**config.mk**
```make
export PLATFORM = sky130hd
export DESIGN_NAME = march_mbist_ctrl
export DESIGN_NICKNAME = d
export VERILOG_FILES = /design/src/rtl/mbist_pkg.sv /design/src/rtl/mbist_cmp.sv /design/src/rtl/march_mbist_ctrl.sv
export SDC_FILE = /design/constraint.sdc
export NUM_CORES = 1
export LEC_CHECK = 0
export CAP_MARGIN = 20
export CELL_PAD_IN_SITES_DETAIL_PLACEMENT = 1
export CELL_PAD_IN_SITES_GLOBAL_PLACEMENT = 1
export CORE_MARGIN = 8
export CORE_UTILIZATION = 36
export DETAILED_ROUTE_END_ITERATION = 7
export GPL_TIMING_DRIVEN = 0
export PLACE_DENSITY_LB_ADDON = 0.1
export SETUP_SLACK_MARGIN = 0.5
export SYNTH_ARGS = -nofsm -noshare
export SYNTH_HDL_FRONTEND = slang
export SYNTH_SLANG_ARGS = --single-unit
```
**constraint.sdc**
```tcl
create_clock -name clk -period 1.8 [get_ports clk]
set_input_delay 0.27 -clock clk [delete_from_list [all_inputs] [get_ports clk]]
set_output_delay 0.27 -clock clk [all_outputs]
set_load 0.005 [all_outputs]
```
**src/rtl/mbist_pkg.sv**
```systemverilog
// rtl/mbist_pkg.sv - March C- element tables, element index type and controller states
package mbist_pkg;

    typedef logic [2:0] elem_t;

    localparam int NUM_ELEM = 6;

    // One bit per element, bit n = element En (bits 6..7 unused)
    localparam logic [7:0] ELEM_DOWN      = 8'b0001_1000;
    localparam logic [7:0] ELEM_HAS_READ  = 8'b0011_1110;
    localparam logic [7:0] ELEM_HAS_WRITE = 8'b0001_1111;
    localparam logic [7:0] ELEM_READ_BIT  = 8'b0001_0100;
    localparam logic [7:0] ELEM_WRITE_BIT = 8'b0000_1010;

    typedef enum logic [1:0] {
        ST_IDLE,
        ST_PREP,
        ST_RUN,
        ST_DRAIN
    } state_t;

    function automatic logic op_is_write(elem_t e, logic phase);
        return ELEM_HAS_WRITE[e] && (!ELEM_HAS_READ[e] || phase);
    endfunction

endpackage

```
**src/rtl/mbist_cmp.sv**
```systemverilog
// rtl/mbist_cmp.sv - 2-stage read compare pipeline with first-fail capture
// Optional MBIST_ERR_COUNT_EN adds a saturating mismatch counter.
module mbist_cmp
    import mbist_pkg::*;
#(
    parameter int DATA_WIDTH = 8,
    parameter int ADDR_WIDTH = 4
) (
    input  logic                  clk,
    input  logic                  rst,
    input  logic                  clear,
    input  logic                  rd_valid,
    input  logic [DATA_WIDTH-1:0] rd_expect,
    input  logic [ADDR_WIDTH-1:0] rd_addr,
    input  elem_t                 rd_elem,
    input  logic [DATA_WIDTH-1:0] rdata,
`ifdef MBIST_ERR_COUNT_EN
    output logic [ADDR_WIDTH+2:0] err_count,
`endif
    output logic                  fail,
    output logic [ADDR_WIDTH-1:0] fail_addr,
    output elem_t                 fail_elem
);

    logic                  s1_valid, s2_valid;
    logic [DATA_WIDTH-1:0] s1_exp, s2_exp;
    logic [ADDR_WIDTH-1:0] s1_addr, s2_addr;
    elem_t                 s1_elem, s2_elem;
    logic                  mismatch;

    // Stage 2 lines up with the memory's second read-data register
    assign mismatch = s2_valid && (rdata != s2_exp);

    always_ff @(posedge clk) begin
        if (rst) begin
            s1_valid  <= 1'b0;
            s2_valid  <= 1'b0;
            s1_exp    <= '0;
            s2_exp    <= '0;
            s1_addr   <= '0;
            s2_addr   <= '0;
            s1_elem   <= '0;
            s2_elem   <= '0;
            fail      <= 1'b0;
            fail_addr <= '0;
            fail_elem <= '0;
`ifdef MBIST_ERR_COUNT_EN
            err_count <= '0;
`endif
        end else begin
            s1_valid <= rd_valid;
            s1_exp   <= rd_expect;
            s1_addr  <= rd_addr;
            s1_elem  <= rd_elem;
            s2_valid <= s1_valid;
            s2_exp   <= s1_exp;
            s2_addr  <= s1_addr;
            s2_elem  <= s1_elem;
            if (clear) begin
                fail      <= 1'b0;
                fail_addr <= '0;
                fail_elem <= '0;
`ifdef MBIST_ERR_COUNT_EN
                err_count <= '0;
`endif
            end else if (mismatch) begin
                fail <= 1'b1;
                if (!fail) begin
                    fail_addr <= s2_addr;
                    fail_elem <= s2_elem;
                end
`ifdef MBIST_ERR_COUNT_EN
                if (err_count != '1)
                    err_count <= err_count + 1'b1;
`endif
            end
        end
    end

endmodule

```
**src/rtl/march_mbist_ctrl.sv**
```systemverilog
// rtl/march_mbist_ctrl.sv - March C- BIST sequencer for one single-port memory
// Optional MBIST_ERR_COUNT_EN exposes the mismatch counter as err_count.
module march_mbist_ctrl
    import mbist_pkg::*;
#(
    parameter int DATA_WIDTH = 8,
    parameter int ADDR_WIDTH = 4,
    parameter int DEPTH      = 16
) (
    input  logic                  clk,
    input  logic                  rst,
    input  logic                  start,
    output logic                  busy,
    output logic                  done,
    output logic                  fail,
    output logic [ADDR_WIDTH-1:0] fail_addr,
    output logic [2:0]            fail_elem,
`ifdef MBIST_ERR_COUNT_EN
    output logic [ADDR_WIDTH+2:0] err_count,
`endif
    output logic                  mem_write_read,
    output logic [ADDR_WIDTH-1:0] mem_address,
    output logic [DATA_WIDTH-1:0] mem_wdata,
    input  logic [DATA_WIDTH-1:0] mem_rdata
);

    localparam logic [ADDR_WIDTH-1:0] LAST_ADDR = ADDR_WIDTH'(DEPTH - 1);

    state_t                state;
    elem_t                 elem;
    logic                  phase;
    logic                  drain_cnt;
    elem_t                 nxt_elem;
    logic [ADDR_WIDTH-1:0] nxt_addr;
    logic                  nxt_phase;
    logic                  nxt_write;
    logic                  run_end;
    logic                  rd_valid;
    logic                  clear;

    // Next op: r/w elements take a second cycle at the same address
    always_comb begin
        nxt_elem  = elem;
        nxt_addr  = mem_address;
        nxt_phase = 1'b0;
        run_end   = 1'b0;
        if (ELEM_HAS_READ[elem] && ELEM_HAS_WRITE[elem] && !phase) begin
            nxt_phase = 1'b1;
        end else if (ELEM_DOWN[elem] ? (mem_address == '0) : (mem_address == LAST_ADDR)) begin
            if (elem == elem_t'(NUM_ELEM - 1)) begin
                run_end = 1'b1;
            end else begin
                nxt_elem = elem + 3'd1;
                nxt_addr = ELEM_DOWN[nxt_elem] ? LAST_ADDR : '0;
            end
        end else if (ELEM_DOWN[elem]) begin
            nxt_addr = mem_address - ADDR_WIDTH'(1);
        end else begin
            nxt_addr = mem_address + ADDR_WIDTH'(1);
        end
        nxt_write = op_is_write(nxt_elem, nxt_phase);
    end

    always_ff @(posedge clk) begin
        if (rst) begin
            state          <= ST_IDLE;
            elem           <= '0;
            phase          <= 1'b0;
            drain_cnt      <= 1'b0;
            busy           <= 1'b0;
            done           <= 1'b0;
            mem_write_read <= 1'b0;
            mem_address    <= '0;
            mem_wdata      <= '0;
        end else begin
            done <= 1'b0;
            case (state)
                ST_IDLE: begin
                    mem_write_read <= 1'b0;
                    if (start) begin
                        state       <= ST_PREP;
                        busy        <= 1'b1;
                        mem_address <= '0;
                        mem_wdata   <= '0;
                    end
                end
                ST_PREP: begin
                    state          <= ST_RUN;
                    elem           <= '0;
                    phase          <= 1'b0;
                    mem_address    <= '0;
                    mem_write_read <= op_is_write(elem_t'(0), 1'b0);
                    mem_wdata      <= {DATA_WIDTH{ELEM_WRITE_BIT[0]}};
                end
                ST_RUN: begin
                    if (run_end) begin
                        state          <= ST_DRAIN;
                        drain_cnt      <= 1'b0;
                        mem_write_read <= 1'b0;
                        mem_wdata      <= '0;
                    end else begin
                        elem           <= nxt_elem;
                        phase          <= nxt_phase;
                        mem_address    <= nxt_addr;
                        mem_write_read <= nxt_write;
                        // Loaded during the read so the memory's wdata register is ready at the write
                        mem_wdata      <= {DATA_WIDTH{ELEM_WRITE_BIT[nxt_elem]}};
                    end
                end
                ST_DRAIN: begin
                    mem_write_read <= 1'b0;
                    if (drain_cnt) begin
                        state <= ST_IDLE;
                        busy  <= 1'b0;
                        done  <= 1'b1;
                    end else begin
                        drain_cnt <= 1'b1;
                    end
                end
                default: state <= ST_IDLE;
            endcase
        end
    end

    assign rd_valid = (state == ST_RUN) && !mem_write_read;
    assign clear    = (state == ST_IDLE) && start;

    mbist_cmp #(
        .DATA_WIDTH (DATA_WIDTH),
        .ADDR_WIDTH (ADDR_WIDTH)
    ) u_cmp (
        .clk       (clk),
        .rst       (rst),
        .clear     (clear),
        .rd_valid  (rd_valid),
        .rd_expect ({DATA_WIDTH{ELEM_READ_BIT[elem]}}),
        .rd_addr   (mem_address),
        .rd_elem   (elem),
        .rdata     (mem_rdata),
`ifdef MBIST_ERR_COUNT_EN
        .err_count (err_count),
`endif
        .fail      (fail),
        .fail_addr (fail_addr),
        .fail_elem (fail_elem)
    );

endmodule

```
After elaboration in Yosys (flattened, before gate mapping). Memory sizes are Yosys's and may differ from the RTL's. A register that Yosys moved wholly into a read port is not among the register bits. Cells that the tools add are included. W data, S select, Z words.

Flip-flop bits (word level): 47. Memory bits (read-only): 64. Output and inout bits: 23. Word-level logic and storage cells: 121. Memories kept: 8.

Memories: (no name shown) (depth 8, width 1, read ports 1, clocked after Yosys merged registers in 1, wr ports 0, line march_mbist_ctrl.sv:136) `.rd_expect ({DATA_WIDTH{ELEM_READ_BIT[elem]}}),`; (no name shown) (depth 8, width 1, read ports 1, clocked after Yosys merged registers in 0, wr ports 0, line march_mbist_ctrl.sv:107) `mem_wdata <= {DATA_WIDTH{ELEM_WRITE_BIT[nxt_elem]}};`; (no name shown) (depth 8, width 1, read ports 1, clocked after Yosys merged registers in 0, wr ports 0, line mbist_pkg.sv:23) `return ELEM_HAS_WRITE[e] && (!ELEM_HAS_READ[e] || phase);`; (no name shown) (depth 8, width 1, read ports 1, clocked after Yosys merged registers in 0, wr ports 0, line mbist_pkg.sv:23); (no name shown) (depth 8, width 1, read ports 1, clocked after Yosys merged registers in 1, wr ports 0, line march_mbist_ctrl.sv:56) `end else if (ELEM_DOWN[elem]) begin`; (no name shown) (depth 8, width 1, read ports 1, clocked after Yosys merged registers in 0, wr ports 0, line march_mbist_ctrl.sv:54) `nxt_addr = ELEM_DOWN[nxt_elem] ? LAST_ADDR : '0;`; +2 memories.

$add $sub $neg: 3. $lt $le $gt $ge: 3. Equality and inequality tests: 12. Muxes and demuxes: 48. Bitwise operators: 2. Reduce and logical (&&, ||, !) cells: 26.

Operator list (number): $mux W3 (10); $mux W4 (7); $pmux W8 S3 (1); $mux W1 (18); $mux W8 (2); $lt A3 B4 Y1 const B (3); $pmux W4 S3 (1); $ne A2 B2 Y1 const B (5); $ne A8 B8 Y1 (1); $pmux W2 S4 (1); $reduce_and A2 Y1 (4); $logic_and A1 B1 Y1 (6); $mux W2 (3); $pmux W1 S2 (3); $pmux W3 S2 (1); $reduce_and A3 Y1 (2); $reduce_bool A2 Y1 (3); $reduce_or A2 Y1 (3); $reduce_and A5 Y1 (1); $add A4 B1 Y4 const B (1); $eq A2 B2 Y1 const B (2); $eq A4 B4 Y1 const B (1); $logic_not A4 Y1 (1); $sub A4 B1 Y4 const B (1); 10 further kinds (13).

Logic depth before layout (Yosys ltp). Gate-level depths: netlist (run 1).

Word-level depth: 12. Depth in mapped cells: 8. Depth with buffers taken out: 8.

Cells and area by module. A second synthesis (run 1) with hierarchy kept.

Cells, all modules: 262. Area total of the unflattened synthesis: 2605.0 um^2.

By module, submodules not included: march_mbist_ctrl (instances 1, cells an instance 150, area an instance 1337.5 um^2); mbist_cmp (instances 1, cells an instance 112, area an instance 1267.5 um^2).

Least setup slack after synthesis (run 1). No wires, ideal clock.

Path type: reg2reg. Start: register (tool-made name). End: register (tool-made name). Library setup time: 121 ps. Data arrival time: 1737 ps. Path slack: -58 ps. Cell stages (with the launch flop): 8. Buffers on the path: 1. Cell sequence: dfxtp_1 > and4b_4 > a22oi_2 > buf_6 > o32ai_4 > nand2_2 > o21ai_4 > mux2_2.

Worst setup path in the final report (run 1).
Start: register mem_address[1]. End: register mem_address[3].

Word-level cells in the longest chain between the ends: 6. Elaborated cells between the ends (all ways): 15. Those cells by class: add/sub (2); eq/ne (3); mux (8); reduce/logical (2).

Ends and longest elaborated chain: start, declared (line march_mbist_ctrl.sv:22) `output logic [ADDR_WIDTH-1:0] mem_address,`; start signal, assigned (line march_mbist_ctrl.sv:104) `mem_address <= nxt_addr;`; $add A4 B1 Y4, or another cell as far along (line march_mbist_ctrl.sv:59) `nxt_addr = mem_address + ADDR_WIDTH'(1);`; $mux W4 or $mux W1 (tied branches) (line march_mbist_ctrl.sv:56, march_mbist_ctrl.sv:49); $mux W4 or $mux W1 (tied branches) (line march_mbist_ctrl.sv:49) `end else if (ELEM_DOWN[elem] ? (mem_address == '0) : (mem_address == LAST_ADDR)) begin`; $mux W4 or $mux W1 (tied branches) (line march_mbist_ctrl.sv:47) `if (ELEM_HAS_READ[elem] && ELEM_HAS_WRITE[elem] && !phase) begin`; $mux W4 or $ne A2 B2 Y1 (tied branches); $pmux W4 S3 or $reduce_and A5 Y1 (tied branches).

Several ways; a longest one is shown, not always the timed one. The select of a mux whose other input is x is not followed. A chain may end at the register's enable or synchronous reset.

==> run_results.csv, run 1 <==
group,metric,value,unit
outcome,status,"finished with violations",
outcome,violations,"negative setup slack",
worst_setup_path,cp_slowest_cell,"o41ai_2",
grt,antenna_found_initial,0,
yosys,synth-adder-area-share,7.09,%
placement,routabilityCongestion,0.865,
clock_network,cts_buffers,5,
clock_network,cts_buffer_depth,2,
placement,io_buffers,33,
power,ir_worst_vdd,0.578,mV
timing,rsz0062_at_grt,"true",
floorplanning,die_h,91.4,um
worst_setup_path,crit_fanout,4,
yosys,syn_avg_cell_area,9.44,sq um
placement,dp_hpwl,3.66,mm
yosys,ys_types,47,
clock_network,cts_tree,"done",
finish,area_delta_synth_final,58.9,%
yosys,synth_area,2050,sq um
worst_setup_path,worstPathArrival,2150,ps
timing,hold_ws,440,ps
finish,drive_gt1_share,46.8,%
timing,timing.final.crit_period,1970,ps
timing,finalHoldViolCount,0,
yosys,synth_xor_area_share,1.71,%
worst_setup_path,path_delay_family,"compound AO/OA/AOI/OAI gates",
yosys,synth_compound_area_share,16.7,%
routing,post_drt_via_cell_ratio,4.97,
worst_setup_path,worstPathBufferInverterCount,2,
worst_setup_path,crit_required,1980,ps
routing,drtAntennaViolNets,0,
yosys,synthMuxAreaShare,5.93,%
floorplanning,pin_count,34,
yosys,synth_simple_gate_area_share,19.5,%
timing,finalMaxSlewViolations,0,
worst_setup_path,path_cells,"and4b_4 > a22oi_2 > buf_6 > buf_6 > o21ai_2 > a21bo_2 > o41ai_2",
clock_network,cts_sinks,44,
routing,vias,1824,
clock_network,cts_max_level,2,
routing,drtPass1Iterations,4,
yosys,synth_ff_type,"dfxtp_1",
worst_setup_path,worstSetupPathType,"flip-flop to flip-flop",
timing,period_share,110,%
routing,wl,6.53,mm
worst_setup_path,cpPeakStageDelay,420,ps
timing,worst_pin_slew,367,ps
routing,wire_per_inst,17.8,um
routing,drt_iter0_drc,54,
floorplanning,die_area,8360,sq um
yosys,seq_area_frac_synth,43.0,%
timing,setup_violations,10,
worst_setup_path,cp_common_cell,"buf_6",
worst_setup_path,crit_path_start_kind,"flip-flop",
timing,setup_slack,-173,ps
floorplanning,die_w,91.4,um
power,power_density,823,nW/um^2
grt,grt_pass1_wl,9.97,mm
clock_network,clkSlewWorstSetupHoldPaths,100,ps
timing,slew_headroom,75.2,%
yosys,synth_edf_count,0,
worst_setup_path,crit_path_end_kind,"flip-flop",
hold_path,hp-class,"flip-flop to flip-flop",
timing,skew,14.2,ps
grt,grt_pass1_vias,1938,
yosys,ys_seq_elements,44,
clock_network,clock_latency,310,ps
finish,fin_nets,316,
job,max_cap_violations,0,
finish,final_util,59.1,%
finish,num_antenna_cells,0,
yosys,synth_cells,217,
grt,grt_max_degree,16,
yosys,synthArstFlopShare,0,%
clock_network,cts_hold_buf,0,
grt,grt_usage,14.7,%
yosys,syn_nets,239,
floorplanning,num_rows,27,
timing,clock.fmax,0.507,GHz
yosys,ys_warn_count,0,
power,power.leakage,1.32,nW
yosys,synth_top_family_by_area,"simple AND/OR/NAND/NOR gates",
floorplanning,start_util,37.2,%
floorplanning,coreArea,5510,sq um
clock_network,cts_root_buf,"clkbuf_8",
routing,drc_errors,0,
grt,overflow,0,
[power breakdown]
| part | total (W) | switching, W | internal (W) |
|---|---|---|---|
| registers | 0.00107 | 0.0000486 | 0.00103 |
| logic | 0.000811 | 0.000444 | 0.000367 |
| clock network | 0.000792 | 0.000374 | 0.000418 |
| total | 0.00268 | 0.000866 | 0.00181 |
[per-layer routing]
metal | up-vias | global-route usage (%) | part of all wire (%)
met5 | - | 0 | 0
met4 | 0 | 6.14 | 2.9
met3 | 14 | 5.35 | 6.4
met2 | 49 | 23.7 | 48
met1 | 867 | 17.2 | 43
li1 | 894 | - | -
[registers in the layout, summed over array words and instances (netlist names), 2 cells and up, named ones only]
register         flops
state                2
u_cmp.s2_elem        3
u_cmp.fail_elem      3
u_cmp.fail_addr      4
elem                 3
u_cmp.s1_addr        4
mem_address          4
u_cmp.s2_addr        4
u_cmp.s1_elem        3
[area by class of cell]
class                           instances  area [sq um]
Fill cell                             590          2250
Multi-Input combinational cell        149          1310
Sequential cell                        44           915
Timing Repair Buffer                   70           648
Buffer                                 14           136
Tap cell                               72          90.1
Clock buffer                            5          68.8
Clock inverter                          3          46.3
Inverter                               10          37.5
[Yosys cell counts (2+ instances only)]
library cell / n / area (sq um)
nor2b_1: 15 / 93.8
xor2_1: 3 / 26.3
o211ai_1: 2 / 15.0
clkbuf_1: 4 / 15.0
nor2_1: 27 / 101
nand2_1: 11 / 41.3
inv_1: 10 / 37.5
a211oi_1: 2 / 15.0
o31ai_1: 2 / 15.0
dfxtp_1: 44 / 881
ha_1: 10 / 125
o21ai_0: 6 / 30.0
buf_1: 2 / 7.51
buf_4: 7 / 52.6
a21o_1: 5 / 37.5
mux2i_1: 11 / 110
nor3_1: 3 / 15.0
a21oi_1: 13 / 65.1
nand3_1: 8 / 40.0
nand4_1: 2 / 12.5
nand2b_1: 4 / 25.0
[cells by family after synthesis]
family	count (synthesis)
multiplexers	12
buffers and inverters	24
flip-flops	44
AO/OA/AOI/OAI	43
adder cells (fa/ha/maj)	11
AND/OR/NAND/NOR	79
XOR/XNOR	4
[final timing paths]
path,slack (ps),to,cells past startpoint,from
min,440,u_cmp.s2_elem[2],1,u_cmp.s1_elem[2]
min reg2reg,440,u_cmp.s2_elem[2],1,u_cmp.s1_elem[2]
max reg2reg,-170,mem_address[3],7,mem_address[1]
max,-170,mem_address[3],7,mem_address[1]
[worst reg2reg max path, cell delays in order (launching register included)]
cell and delay (ps):
dfxtp_4 370, and4b_4 210, a22oi_2 250, buf_6 170, buf_6 120, o21ai_2 60, a21bo_2 240, o41ai_2 420
[per-stage QoR]
stage               worst slack [ps]  area, sq um  TNS [ps]  instances  total power (W)
global route                    -197         3260     -1530        367          0.00282
finish                          -173         3260      -824        367          0.00268
global placement                -301         2500     -5970        322          0.00172
CTS                             -113         3050      -247        357          0.00258
detailed placement              -310         2500     -5830        322          0.00174
floorplan                       52.7         2080         0        217          0.00153
[repair_timing]
item / in CTS / in global routing
pin swaps: 25 / 23
setup endpoints to repair: 57 / 43
setup buffers: 27 / 10
gates resized for setup: 135 / 35
[layout by cell type (no fill, tap or decap), types with 3 or more instances in the layout]
master         instances
buf_6                 30
dfxtp_1               29
nor2_1                25
buf_4                 25
dlygate4sd2_1         20
nor2b_1               14
nand2_1               10
dfxtp_2                9
inv_1                  7
mux2i_1                7
a21oi_1                6
clkbuf_8               6
dfxtp_4                6
a21oi_2                5
ha_1                   5
clkbuf_2               4
nand3_2                4
nand2b_1               4
a21o_1                 4
inv_2                  3
nand3_1                3
o21ai_2                3
mux2i_2                3
xor2_1                 3
o21ai_0                3
ha_4                   3
Note: power is estimated with default switching activity, not from simulation.
==> inputs of run 2 (changes only) <==
--- a/config.mk
+++ b/config.mk
@@ -9,7 +9,8 @@
 export CELL_PAD_IN_SITES_DETAIL_PLACEMENT = 1
 export CELL_PAD_IN_SITES_GLOBAL_PLACEMENT = 1
 export CORE_MARGIN = 8
-export CORE_UTILIZATION = 36
+export CORE_UTILIZATION = 40
+export CTS_CLUSTER_DIAMETER = 120
 export DETAILED_ROUTE_END_ITERATION = 7
 export GPL_TIMING_DRIVEN = 0
 export PLACE_DENSITY_LB_ADDON = 0.1
==> constraint.sdc (replaced) <==
create_clock -name clk -period 2.05 [get_ports clk]
set_input_delay 0.3075 -clock clk [delete_from_list [all_inputs] [get_ports clk]]
set_output_delay 0.3075 -clock clk [all_outputs]
set_load 0.005 [all_outputs]
==> run_results.csv, run 2 (synthesis gave the netlist of run 1 again) <==
group,metric,value,unit
worst_setup_path,crit_path_start_kind,"flip-flop",
floorplanning,start_util,40.9,%
timing,finalMaxSlewViolations,0,
routing,vias,1751,
worst_setup_path,worstSetupPathType,"flip-flop to flip-flop",
clock_network,cts_max_level,2,
grt,grt_max_degree,16,
power,power.leakage,1.21,nW
timing,worst_pin_slew,356,ps
routing,wl,5.76,mm
grt,grt_pass1_wl,8.74,mm
floorplanning,die_h,87.6,um
timing,timing.final.crit_period,1900,ps
routing,drt_iter0_drc,79,
timing,slew_headroom,76.2,%
grt,grt_pass1_vias,1790,
placement,place_ws,-56.2,ps
grt,overflow,0,
worst_setup_path,crit_fanout,10,
timing,period_share,92.8,%
placement,dp_cells,320,
routing,drtPass1Iterations,4,
worst_setup_path,crit_path_end_kind,"flip-flop",
clock_network,cts_tree,"done",
hold_path,hp-class,"flip-flop to flip-flop",
routing,post_drt_via_cell_ratio,5.06,
timing,clock.fmax,0.525,GHz
finish,final_common_cell,"dfxtp_1",
floorplanning,die_w,87.6,um
clock_network,cts_buffers,5,
clock_network,cts_sinks,44,
power,ir_worst_vdd,0.467,mV
placement,routabilityCongestion,0.902,
timing,setup_violations,0,
floorplanning,num_rows,26,
floorplanning,coreArea,5010,sq um
floorplanning,pin_count,34,
finish,area_delta_synth_final,44.9,%
worst_setup_path,crit_required,2240,ps
finish,fin_nets,297,
timing,finalHoldViolCount,0,
power,power_density,765,nW/um^2
grt,grt_usage,14.5,%
worst_setup_path,crit_start,"elem[2]",
routing,drtAntennaViolNets,0,
timing,setup_slack,147,ps
placement,io_buffers,33,
worst_setup_path,r2r_start,"elem[2]",
clock_network,cts_buffer_depth,2,
outcome,status,"complete, no violations",
grt,antenna_found_initial,0,
routing,drc_errors,0,
floorplanning,die_area,7670,sq um
timing,skew,3.72,ps
finish,num_antenna_cells,0,
job,max_cap_violations,0,
finish,final_util,59.2,%
finish,mostFrequentLayoutCells,"dfxtp_1 (36), nor2_1 (25), buf_4 (23), clkdlybuf4s50_1 (20), nor2b_1 (14)",
worst_setup_path,worstPathArrival,2090,ps
hold_path,worstHoldStart,"u_cmp.s1_addr[0]",
finish,drive_gt1_share,32.2,%
power,power.total,0.00227,W
timing,rsz0062_at_grt,"true",
placement,dp_hpwl,3.71,mm
clock_network,clkSlewWorstSetupHoldPaths,90,ps
clock_network,clock_latency,290,ps
clock_network,cts_root_buf,"clkbuf_8",
finish,fin_cells,346,
routing,wire_per_inst,16.7,um
==> run 2: layer usage <==
metal  global-route usage, %  vias to the layer above  wire length [um]
li1                        -                      853                 -
met1                    16.6                      840              2550
met2                    25.2                       45              2800
met3                    4.03                       13               295
met4                    5.00                        0               118
met5                       0                        -                 0
==> run 2: critical path, cell delays in order (launching register included) <==
cell and delay (ps):
dfxtp_1 350, clkbuf_2 290, nand2_1 250, nand3_1 180
nor3_2 60, a211oi_4 270, o21ai_2 120, mux2_4 270
==> run 2: path summary, 6_finish.rpt <==
| path | to | slack [ps] | cells after the start |
|---|---|---|---|
| setup reg to reg | flip-flop | 150 | 7 |
| hold / removal | u_cmp.s2_addr[0] | 450 | 1 |
| setup / recovery | flip-flop | 150 | 7 |
| hold reg to reg | u_cmp.s2_addr[0] | 450 | 1 |
==> run 2: final cells by class <==
| cell class | instances | area [sq um] |
|---|---|---|
| plain buffers | 14 | 93.8 |
| clock buffers | 5 | 68.8 |
| clock inverters | 3 | 46.3 |
| fillers | 576 | 2040 |
| inverters | 10 | 37.5 |
| multi-input cells | 149 | 1250 |
| flip-flops and latches | 44 | 903 |
| well taps | 70 | 87.6 |
| repair buffers | 51 | 475 |
==> run 2: through the flow <==
| step | TNS (ps) | cell area (sq um) | hold slack [ps] |
|---|---|---|---|
| after global placement | -288 | 2490 | 419 |
| after floorplan | 0 | 2080 | 401 |
| after global routing | 0 | 2970 | 466 |
| final | 0 | 2970 | 446 |
| after detailed placement | -607 | 2490 | 425 |
| after CTS | 0 | 2750 | 446 |
==> run 2: power by group <==
group	switching (W)	internal, W
sequential	0.0000517	0.000899
clock	0.000310	0.000367
combinational	0.000345	0.000298
==> run 2: repair_timing <==
item / 4_1_cts / 5_1_grt
buffers inserted: 12 / 6
endpoints found under the setup margin: 44 / 26
cloned: 0 / 0
hold buffers: 0 / 0
gates resized for setup: 34 / 40
pin swaps: 12 / 17
